$ cat config.mk
export PLATFORM = sky130hd
export DESIGN_NAME = text_write_ctrl
export DESIGN_NICKNAME = d
export VERILOG_FILES = /design/src/rtl/text_write_ctrl.sv
export SDC_FILE = /design/constraint.sdc
export NUM_CORES = 1
export LEC_CHECK = 0
export BUFFER_PORTS_ARGS = -buffer_cell sky130_fd_sc_hd__buf_2
export CAP_MARGIN = 20
export CORE_AREA = 2 2 101 83
export DETAILED_ROUTE_END_ITERATION = 10
export DIE_AREA = 0 0 103 85
export GPL_TIMING_DRIVEN = 0
export PLACE_DENSITY = 0.54
export SYNTH_ARGS = -nofsm -noshare
export SYNTH_HDL_FRONTEND = slang
export SYNTH_SLANG_ARGS = --single-unit
$ cat constraint.sdc
create_clock -name i_clk -period 3 [get_ports i_clk]
set_input_delay 0.45 -clock i_clk [delete_from_list [all_inputs] [get_ports i_clk]]
set_output_delay 0.45 -clock i_clk [all_outputs]
set_load 0.1 [all_outputs]
$ cat src/rtl/text_write_ctrl.sv
// Write-side sequencer for the 80x30 text-mode tile RAM.
// Owns the write cursor, interprets control codes, runs the clear sweep
// and drives the tile RAM write port one cell per cycle.
module text_write_ctrl #(
  parameter int          MAX_X      = 80,
  parameter int          MAX_Y      = 30,
  parameter logic [6:0]  BLANK_CHAR = 7'h20
) (
  input  logic        i_clk,
  input  logic        i_reset,
  input  logic        i_char_valid,
  input  logic [6:0]  i_char_data,
  output logic        o_char_ready,
  input  logic        i_clr_req,
  output logic        o_ram_we,
  output logic [11:0] o_ram_addr,
  output logic [6:0]  o_ram_din,
  output logic [6:0]  o_cur_x,
  output logic [4:0]  o_cur_y,
  output logic        o_busy
);

  typedef enum logic {S_CLEAR, S_IDLE} state_t;

  localparam logic [6:0] LAST_X    = 7'(MAX_X - 1);
  localparam logic [4:0] LAST_Y    = 5'(MAX_Y - 1);
  // The sweep row counter runs one past the last row; that extra value
  // marks "every cell written" and gives the sweep its closing cycle.
  localparam logic [4:0] SWEEP_END = 5'(MAX_Y);

  state_t      r_state, w_stateNext;
  logic [6:0]  r_sweepX, w_sweepXNext;
  logic [4:0]  r_sweepY, w_sweepYNext;
  logic [6:0]  r_curX, w_curXNext;
  logic [4:0]  r_curY, w_curYNext;
  logic        r_we, w_weNext;
  logic [11:0] r_addr, w_addrNext;
  logic [6:0]  r_din, w_dinNext;
  logic        r_busy, w_busyNext;

  logic [6:0]  w_curXDec;
  logic [4:0]  w_curYDec;
  logic        w_printable;

  assign w_curXDec    = r_curX - 7'd1;
  assign w_curYDec    = r_curY - 5'd1;
  assign w_printable  = (i_char_data >= 7'h20) && (i_char_data <= 7'h7E);
  assign o_char_ready = (r_state == S_IDLE) && !i_clr_req;

  assign o_ram_we   = r_we;
  assign o_ram_addr = r_addr;
  assign o_ram_din  = r_din;
  assign o_cur_x    = r_curX;
  assign o_cur_y    = r_curY;
  assign o_busy     = r_busy;

  // State register; reset always restarts the clear sweep.
  always_ff @(posedge i_clk) begin
    if (i_reset) r_state <= S_CLEAR;
    else         r_state <= w_stateNext;
  end

  // Next-state and next-output logic: sweep stepping, control codes, cursor motion.
  always_comb begin
    w_stateNext  = r_state;
    w_sweepXNext = r_sweepX;
    w_sweepYNext = r_sweepY;
    w_curXNext   = r_curX;
    w_curYNext   = r_curY;
    w_weNext     = 1'b0;
    w_addrNext   = r_addr;
    w_dinNext    = r_din;
    w_busyNext   = r_busy;

    case (r_state)
      S_CLEAR: begin
        if (r_sweepY == SWEEP_END) begin
          w_stateNext = S_IDLE;
          w_busyNext  = 1'b0;
          w_curXNext  = 7'd0;
          w_curYNext  = 5'd0;
        end else begin
          w_weNext   = 1'b1;
          w_addrNext = {r_sweepY, r_sweepX};
          w_dinNext  = BLANK_CHAR;
          if (r_sweepX == LAST_X) begin
            w_sweepXNext = 7'd0;
            w_sweepYNext = r_sweepY + 5'd1;
          end else begin
            w_sweepXNext = r_sweepX + 7'd1;
          end
        end
      end

      S_IDLE: begin
        if (i_clr_req || (i_char_valid && i_char_data == 7'h0C)) begin
          w_stateNext  = S_CLEAR;
          w_sweepXNext = 7'd0;
          w_sweepYNext = 5'd0;
          w_busyNext   = 1'b1;
        end else if (i_char_valid) begin
          case (i_char_data)
            7'h0D: w_curXNext = 7'd0;
            7'h0A: begin
              w_curXNext = 7'd0;
              w_curYNext = (r_curY == LAST_Y) ? 5'd0 : r_curY + 5'd1;
            end
            7'h08: begin
              if (r_curX != 7'd0) begin
                w_curXNext = w_curXDec;
                w_weNext   = 1'b1;
                w_addrNext = {r_curY, w_curXDec};
                w_dinNext  = BLANK_CHAR;
              end else if (r_curY != 5'd0) begin
                w_curXNext = LAST_X;
                w_curYNext = w_curYDec;
                w_weNext   = 1'b1;
                w_addrNext = {w_curYDec, LAST_X};
                w_dinNext  = BLANK_CHAR;
              end
            end
            default: begin
              if (w_printable) begin
                w_weNext   = 1'b1;
                w_addrNext = {r_curY, r_curX};
                w_dinNext  = i_char_data;
                if (r_curX == LAST_X) begin
                  w_curXNext = 7'd0;
                  w_curYNext = (r_curY == LAST_Y) ? 5'd0 : r_curY + 5'd1;
                end else begin
                  w_curXNext = r_curX + 7'd1;
                end
              end
            end
          endcase
        end
      end

      default: w_stateNext = S_CLEAR;
    endcase
  end

  // Registered datapath: sweep counter, cursor and RAM write port.
  always_ff @(posedge i_clk) begin
    if (i_reset) begin
      r_sweepX <= 7'd0;
      r_sweepY <= 5'd0;
      r_curX   <= 7'd0;
      r_curY   <= 5'd0;
      r_we     <= 1'b0;
      r_addr   <= 12'd0;
      r_din    <= 7'd0;
      r_busy   <= 1'b1;
    end else begin
      r_sweepX <= w_sweepXNext;
      r_sweepY <= w_sweepYNext;
      r_curX   <= w_curXNext;
      r_curY   <= w_curYNext;
      r_we     <= w_weNext;
      r_addr   <= w_addrNext;
      r_din    <= w_dinNext;
      r_busy   <= w_busyNext;
    end
  end

endmodule

# Yosys cells after proc, flatten, opt, wreduce, memory -nomap -nowiden
# Cells that the tools add are included.
[op_classes] n_addsub=6 order_cmp=2 eq_ne=23 muxes=57 n_bitwise=1 reduce_logical=14
[ops] op="two-way mux 7 bit" n=16
[ops] op="two-way mux 12 bit" n=6
[ops] op="case mux 7 bit (2 select lines)" n=5
[ops] op="two-way mux 5 bit" n=11
[ops] op="case mux 12 bit (2 select lines)" n=2
[ops] op="equality test 7 x 4 -> 1 bit, second input constant" n=4
[ops] op="case mux 5 bit (2 select lines)" n=2
[ops] op="case mux 5 bit (3 select lines)" n=1
[ops] op="adder 7 x 1 -> 7 bit, second input constant" n=2
[ops] op="equality test 7 bit, second input constant" n=2
[ops] op="!= test 2 bit, second input constant" n=7
[ops] op="adder 5 x 1 -> 5 bit, second input constant" n=2
[ops] op="equality test 5 bit, second input constant" n=2
[ops] op="two-way mux 1 bit" n=10
[ops] op="!= test 4 x 1 -> 1 bit, second input constant" n=2
[ops] op="case mux 1 bit (2 select lines)" n=4
[ops] op="AND reduction 8 bit" n=1
[ops] op="greater-or-equal comparator 7 x 6 -> 1 bit, second input constant" n=1
[ops] op="<= comparator 7 bit, second input constant" n=1
[ops] op="nonzero test 7 bit" n=1
[ops] op="subtractor 7 x 1 -> 7 bit, second input constant" n=1
[ops] op="!= test 3 bit, second input constant" n=2
[ops] op="AND reduction 6 bit" n=1
[ops] op="AND reduction 5 bit" n=1
[ops] op="other kinds (13)" n=16
[totals] ff_bits=46

# Logic depth before layout (Yosys ltp)
# Gate-level depths: netlist (run 1).
[logic_depth] word_depth=8 depth_mapped=10 ltp_nobuf=8

# Worst setup path after synthesis (run 1)
# Ideal clock, no wire load.
[synth_path] path_type="register to register" start="register r_curY[0], in the netlist o_cur_y[0]" end="register r_curX[4], in the netlist o_cur_x[4]" setup_time_ns=0.074 arrival_time_ns=2.731 t_required_ns=2.926 slack_ns=0.194 path_stages_with_launch=10 path_buffers=1 period_less_slack_ns=2.806 path_cell_list="dfxtp_1 > clkbuf_1 > inv_1 > ha_1 > nor4b_1 > nand4_1 > o22ai_1 > nor4_2 > a32oi_1 > o21ai_0"
[synth_via] elab_chain_cells=3
[synth_rtl] element="start, declared" line_no="35" source="logic [4:0] r_curY, w_curYNext;"
[synth_rtl] element="start signal, assigned" line_no="158" source="r_curY <= w_curYNext;"
[synth_rtl] element="nonzero test 5 bit" line_no="114" source="end else if (r_curY != 5'd0) begin"
[synth_rtl] element="!= test 4 bit (no line)"
[synth_rtl] element="AND reduction 5 bit (no line)"
[synth_rtl] element="end signal, assigned" line_no="157" source="r_curX <= w_curXNext;"
[synth_rtl] element="end, declared" line_no="34" source="logic [6:0] r_curX, w_curXNext;"
# Every way passes these cells.
# A chain may end at the register's enable or synchronous reset.

# Worst setup path in the final report (run 1)
# Ends and elaborated chain as after synthesis.

==> results of run 1 <==
## state kept, by name, summed over array words and instances, names as in the netlist
register / count
o_busy: 1
o_cur_x: 7
o_cur_y: 5
o_ram_addr: 12
o_ram_din: 7
o_ram_we: 1
r_state: 1
r_sweepX: 7
r_sweepY: 5
## per-layer routing
metal	up-vias	global-route usage (%)	wire length [µm]
met5	-	0	0
met1	1458	34.4	4650
met4	0	5.62	133
met2	149	31.2	3950
li1	1530	-	-
met3	14	4.04	791
## synthesized netlist by cell type, types with 5 or more instances
library cell  count  share of area [%]
nor3_1           17                2.9
o21ai_0          28                4.7
a31oi_1           8                1.7
a311oi_1          5                1.5
xnor2_1           7                2.1
a21oi_1          29                4.9
nor2_1           47                6.0
ha_1              9                3.8
nand2_1          37                4.7
inv_1            14                1.8
nand4_1          12                2.5
dfxtp_1          46                 31
nand3_1          24                4.1
clkbuf_1         16                2.0
or3_1             5                1.1
## worst reg2reg max path, stage by stage (launching register included)
cell and delay (ps):
dfxtp_1 390, clkbuf_1 340, inv_1 120, ha_1 290
nor4b_2 210, nand4_1 120, o22ai_1 140, nor4_2 680
a32oi_1 190, o21ai_0 210
## stage by stage
stage	area (µm²)	hold WS (ps)	setup WS, ps	std cells
2_1_floorplan	2950	477	194	393
3_3_place_gp	3300	437	304	544
3_5_place_dp	3300	442	250	544
4_1_cts	3390	455	228	552
5_1_grt	3400	476	7.65	552
6_report	3400	453	232	552
## logic make-up (layout without fill, tap and decap cells)
| logic type | count (synthesis) | in the layout | synth area share [%] |
|---|---|---|---|
| buffers and inverters | 39 | 90 | 5.85 |
| adder cells (fa/ha/maj) | 9 | 9 | 3.82 |
| flip-flops | 46 | 46 | 31.2 |
| multiplexers | 3 | 3 | 1.02 |
| XOR/XNOR | 10 | 10 | 2.97 |
| AO/OA/AOI/OAI | 111 | 111 | 24.7 |
| AND/OR/NAND/NOR | 175 | 175 | 30.4 |
## final timing paths
kind | from | end | slack [ps] | depth (start not counted)
setup / recovery | o_cur_y[0]$_SDFFE_PP0P_ | o_cur_x[4]$_SDFFE_PP0P_ | 230 | 9
hold / removal | o_ram_addr[4]$_SDFFE_PP0P_ | o_ram_addr[4]$_SDFFE_PP0P_ | 450 | 2
setup reg to reg | o_cur_y[0]$_SDFFE_PP0P_ | o_cur_x[4]$_SDFFE_PP0P_ | 230 | 9
hold reg to reg | o_ram_addr[4]$_SDFFE_PP0P_ | o_ram_addr[4]$_SDFFE_PP0P_ | 450 | 2
## layout by cell type, fill, tap and decap left out, types with 5 or more instances in the layout
master and instances:
nor2_1 47, buf_2 46, dfxtp_1 46, nand2_1 37, a21oi_1 29, o21ai_0 28, nand3_1 24, nor3_1 17
clkbuf_1 16, inv_1 14, nand4_1 12, ha_1 9, a31oi_1 8, xnor2_1 7, or3_1 5, a311oi_1 5
clkbuf_8 5
## layout make-up
| cell class | count | share of cell area, % |
|---|---|---|
| clock buffers | 5 | 2.03 |
| plain buffers | 25 | 3.54 |
| well taps | 108 | 3.98 |
| flip-flops and latches | 46 | 27.1 |
| multi-input cells | 308 | 54.8 |
| clock inverters | 3 | 0.626 |
| repair buffers | 43 | 6.34 |
| inverters | 14 | 1.55 |
## power groups by stage
stage / combinational [mW] / sequential [mW] / clock, mW
floorplan: 0.0388 / 0.662 / 0
global placement: 0.0959 / 0.637 / 0
detailed placement: 0.0965 / 0.637 / 0
CTS: 0.0971 / 0.623 / 0.412
global route: 0.106 / 0.625 / 0.439
finish: 0.0983 / 0.623 / 0.399
==> results.cfg, run 1 <==
[setup_path]
critPathMaxFanout = 9
crit_path_end_kind = register
cp_slowest_cell = nor4_2
critPathKind = register to register
critPathBufInv = 2
start_kind = register
cp_cell_sequence = clkbuf_1, inv_1, ha_1, nor4b_2, nand4_1, o22ai_1, nor4_2, a32oi_1, o21ai_0
cp_slowest_stage_delay_ps = 680
worstPathRequired_ps = 3230
cp.arrival_ps = 2990
crit_family = simple AND/OR/NAND/NOR gates

[power]
total_power_mw = 1.12
p_switching_mw = 0.315
p_leak_nw = 1.34
p_comb_share_pct = 8.8
seqPwrFrac_pct = 55.6
internal-power_mw = 0.806
power_density_nw_per_um2 = 330
swShare_pct = 28.1
p_clk_share_pct = 35.6
ir_drop_v = 0.000179

[logic_synthesis]
synth-async-reset-ratio_pct = 0
ys_warn_count = 0
seq_area_frac_synth_pct = 31.2
synth_nets = 413
ys_types = 60
synth_cells = 393
synthFlopType = dfxtp_1
synth_edf_count = 0
syn_area_per_cell_um2 = 7.51
ys_seq_elements = 46
netlist_area_um2 = 2950

[cells_and_area]
multi_input_area_um2 = 1860
seq_area_um2 = 921
utilization_pct = 43.7
fillers = 840
area_delta_synth_final_pct = 15.1
drive_gt1_share_pct = 15.5
antennaDiodeCount = 0
nets = 463

[routing]
routed_wl_um = 9530
final_antenna_net_count = 0
post_drt_wl_per_cell_um = 17.3
firstDrtPassIters = 6
drt_iter0_drc = 260
drc = 0
vias_per_cell = 5.71
num_vias = 3151

[clocking]
cts_hold_buf = 0
htree_levels = 2
cts_tree = done
cts.clk_slew.worst_paths_ps = 90
numCtsBuffers = 5
cts.sinks = 46
cts_max_path_buffers = 2
clock_latency_ps = 310
cts_resized = 0
clock_tree.root_cell = clkbuf_8
post-cts-setup-buffers = 0

[global_routing]
grt_pass1_wl_um = 15100
antenna_found_initial = 0
grt_start_max_net_pins = 16
grt_use_total_pct = 22.1
grt_pass1_vias = 2811
grt.overflow.total = 0

[place]
portBuffers = 43
dp_hpwl_um = 6980
gp_congestion = 0.875

[timing]
hold_viol_final = 0
setup_viol = 0
worst_pin_slew_ps = 774
slew_headroom_pct = 48.0
skew_ps = 9.62
rsz0062_at_grt = no
fin_crit_ps = 2770
max_clock_freq_mhz = 361
tns_ps = 0
drv_slew = 0
period_share_pct = 92.3

[worst_hold_path]
worstHoldPathType = register to register

[floorplanning]
die_height_um = 85
core_area_um2 = 7760
start_util_pct = 38.0
die-area_um2 = 8760
die_x_um = 103
rows = 29
ioPinCount = 45

[flow_run]
drv_cap = 0

[run_status]
run_status = finished clean
No activity file was read; power rests on OpenSTA's default activity.
==> inputs of run 2 (changes only) <==
REMOVE_ABC_BUFFERS = 1   (was default)
==> run 2 against run 1 <==
Compared with the run above: die area stayed put; worst setup slack better by 37 ps; hold slack worse by 1.5 ps; utilization is 1.3 points lower; sequential cell count stayed put; maximum frequency is 1.4% higher; first-iteration DRC count is 38% lower; critical path type is now input pin to register; critical endpoint is now o_ram_addr[4]$_SDFFE_PP0P_; largest power group unchanged.
==> results.cfg, run 2 (same netlist as run 1, synthesis figures left out) <==
[run_status]
run_status = finished clean

[routing]
drt_iter0_drc = 162
vias_per_cell = 5.59
num_vias = 2954
firstDrtPassIters = 4
final_antenna_net_count = 0
routed_wl_um = 8490
drc = 0
post_drt_wl_per_cell_um = 16.1

[worst_hold_path]
holdCritStartpoint = o_ram_addr[5]$_SDFFE_PP0P_
worstHoldPathType = register to register

[cells_and_area]
nets = 439
final_cell_area_um2 = 3290
fillers = 867
multi_input_area_um2 = 1870
stdcell_count = 528
largest_reg_flops = 12
antennaDiodeCount = 0
utilization_pct = 42.4
seq_area_um2 = 922
final_common_cell = nor2_1
area_delta_synth_final_pct = 11.7
layout.cells.most_common_list = nor2_1 (47), dfxtp_1 (45), buf_2 (44)
drive_gt1_share_pct = 15.7

[timing]
fin_crit_ps = 2730
hold_viol_final = 0
fin_ws_ps = 270
drv_slew = 0
timing.hold.ws_ps = 451
setup_viol = 0
skew_ps = 8.91
max_clock_freq_mhz = 366
worst_pin_slew_ps = 755
rsz0062_at_grt = no
slew_headroom_pct = 49.6
period_share_pct = 91.0
tns_ps = 0

[setup_path]
crit_path_end_kind = register
start_kind = input pin
worstPathRequired_ps = 3230
critPathKind = input pin to register
critPathMaxFanout = 18
worstReg2RegStart = r_state$_SDFF_PP0_
startpoint = i_char_data[5]
cp.arrival_ps = 2960

[floorplanning]
ioPinCount = 45
die_height_um = 85
start_util_pct = 38.0
die-area_um2 = 8760
rows = 29
die_x_um = 103
core_area_um2 = 7760

[place]
place_area_um2 = 3190
pre_cts_ws_ps = -336
portBuffers = 44
dp_hpwl_um = 5990
dpl.cell_count = 520
gp_congestion = 0.853

[global_routing]
met2_usage_pct = 30.0
grt_pass1_vias = 2751
use_met3_pct = 3.62
grtUsageMet1_pct = 30.2
grt-busiest-layer = met1
grt_start_max_net_pins = 36
antenna_found_initial = 0
grt_use_total_pct = 20.1
grt_pass1_wl_um = 14000
grt.overflow.total = 0

[clocking]
cts.sinks = 46
cts_max_path_buffers = 2
clock_latency_ps = 300
htree_levels = 2
cts_hold_buf = 0
clock_tree.root_cell = clkbuf_8
numCtsBuffers = 5
cts.clk_slew.worst_paths_ps = 100
cts_tree = done

[power]
p_comb_share_pct = 8.3
seqPwrFrac_pct = 55.8
p_leak_nw = 1.29
ir_drop_v = 0.000172
internal-power_mw = 0.805
p_switching_mw = 0.312
total_power_mw = 1.12
swShare_pct = 27.9
power_density_nw_per_um2 = 339
p_clk_share_pct = 36.0

[flow_run]
drv_cap = 0
==> run 2: cell types whose count changed in the layout (fill, tap and decap cells not counted), sizes merged <==
| cell | previous run | this run |
|---|---|---|
| clkbuf | 21 | 5 |
| buf | 52 | 44 |
==> run 2: metal layers <==
| layer | routed length (µm) | up-vias |
|---|---|---|
| met4 | 48 | 0 |
| met1 | 4430 | 1404 |
| met3 | 323 | 4 |
| li1 | - | 1479 |
| met2 | 3690 | 67 |
| met5 | 0 | - |
==> run 2: layout make-up <==
class	instances	area share, %
Tap cell	108	4.10
Inverter	14	1.60
Timing Repair Buffer	44	6.68
Clock buffer	5	2.09
Clock inverter	3	0.646
Sequential cell	46	28.0
Multi-Input combinational cell	308	56.9
==> run 2: worst paths after layout <==
check                               end  slack [ps]  cells past startpoint
max          o_ram_addr[4]$_SDFFE_PP0P_         270                      7
min          o_ram_addr[5]$_SDFFE_PP0P_         450                      2
max reg2reg     o_cur_y[0]$_SDFFE_PP0P_         280                      6
min reg2reg  o_ram_addr[5]$_SDFFE_PP0P_         450                      2
==> run 2: timing repair <==
item	in CTS	in global routing
gates cloned	0	0
setup buffers	0	0
setup endpoints to repair	13	5
resized for setup	1	3
==> run 2: power groups by stage <==
stage	Clock, mW	Combinational [mW]	Sequential [mW]
2_1_floorplan	0	0.0322	0.662
3_3_place_gp	0	0.0907	0.637
3_5_place_dp	0	0.0917	0.637
4_1_cts	0.412	0.0921	0.623
5_1_grt	0.444	0.102	0.624
6_report	0.402	0.0927	0.623
==> run 2: critical path, cell delays in order <==
cell and delay, ps:
buf_2 140, nor4b_4 530, and2_1 700, a21boi_4 190, o21ai_4 470, o221ai_1 280, a21oi_1 190
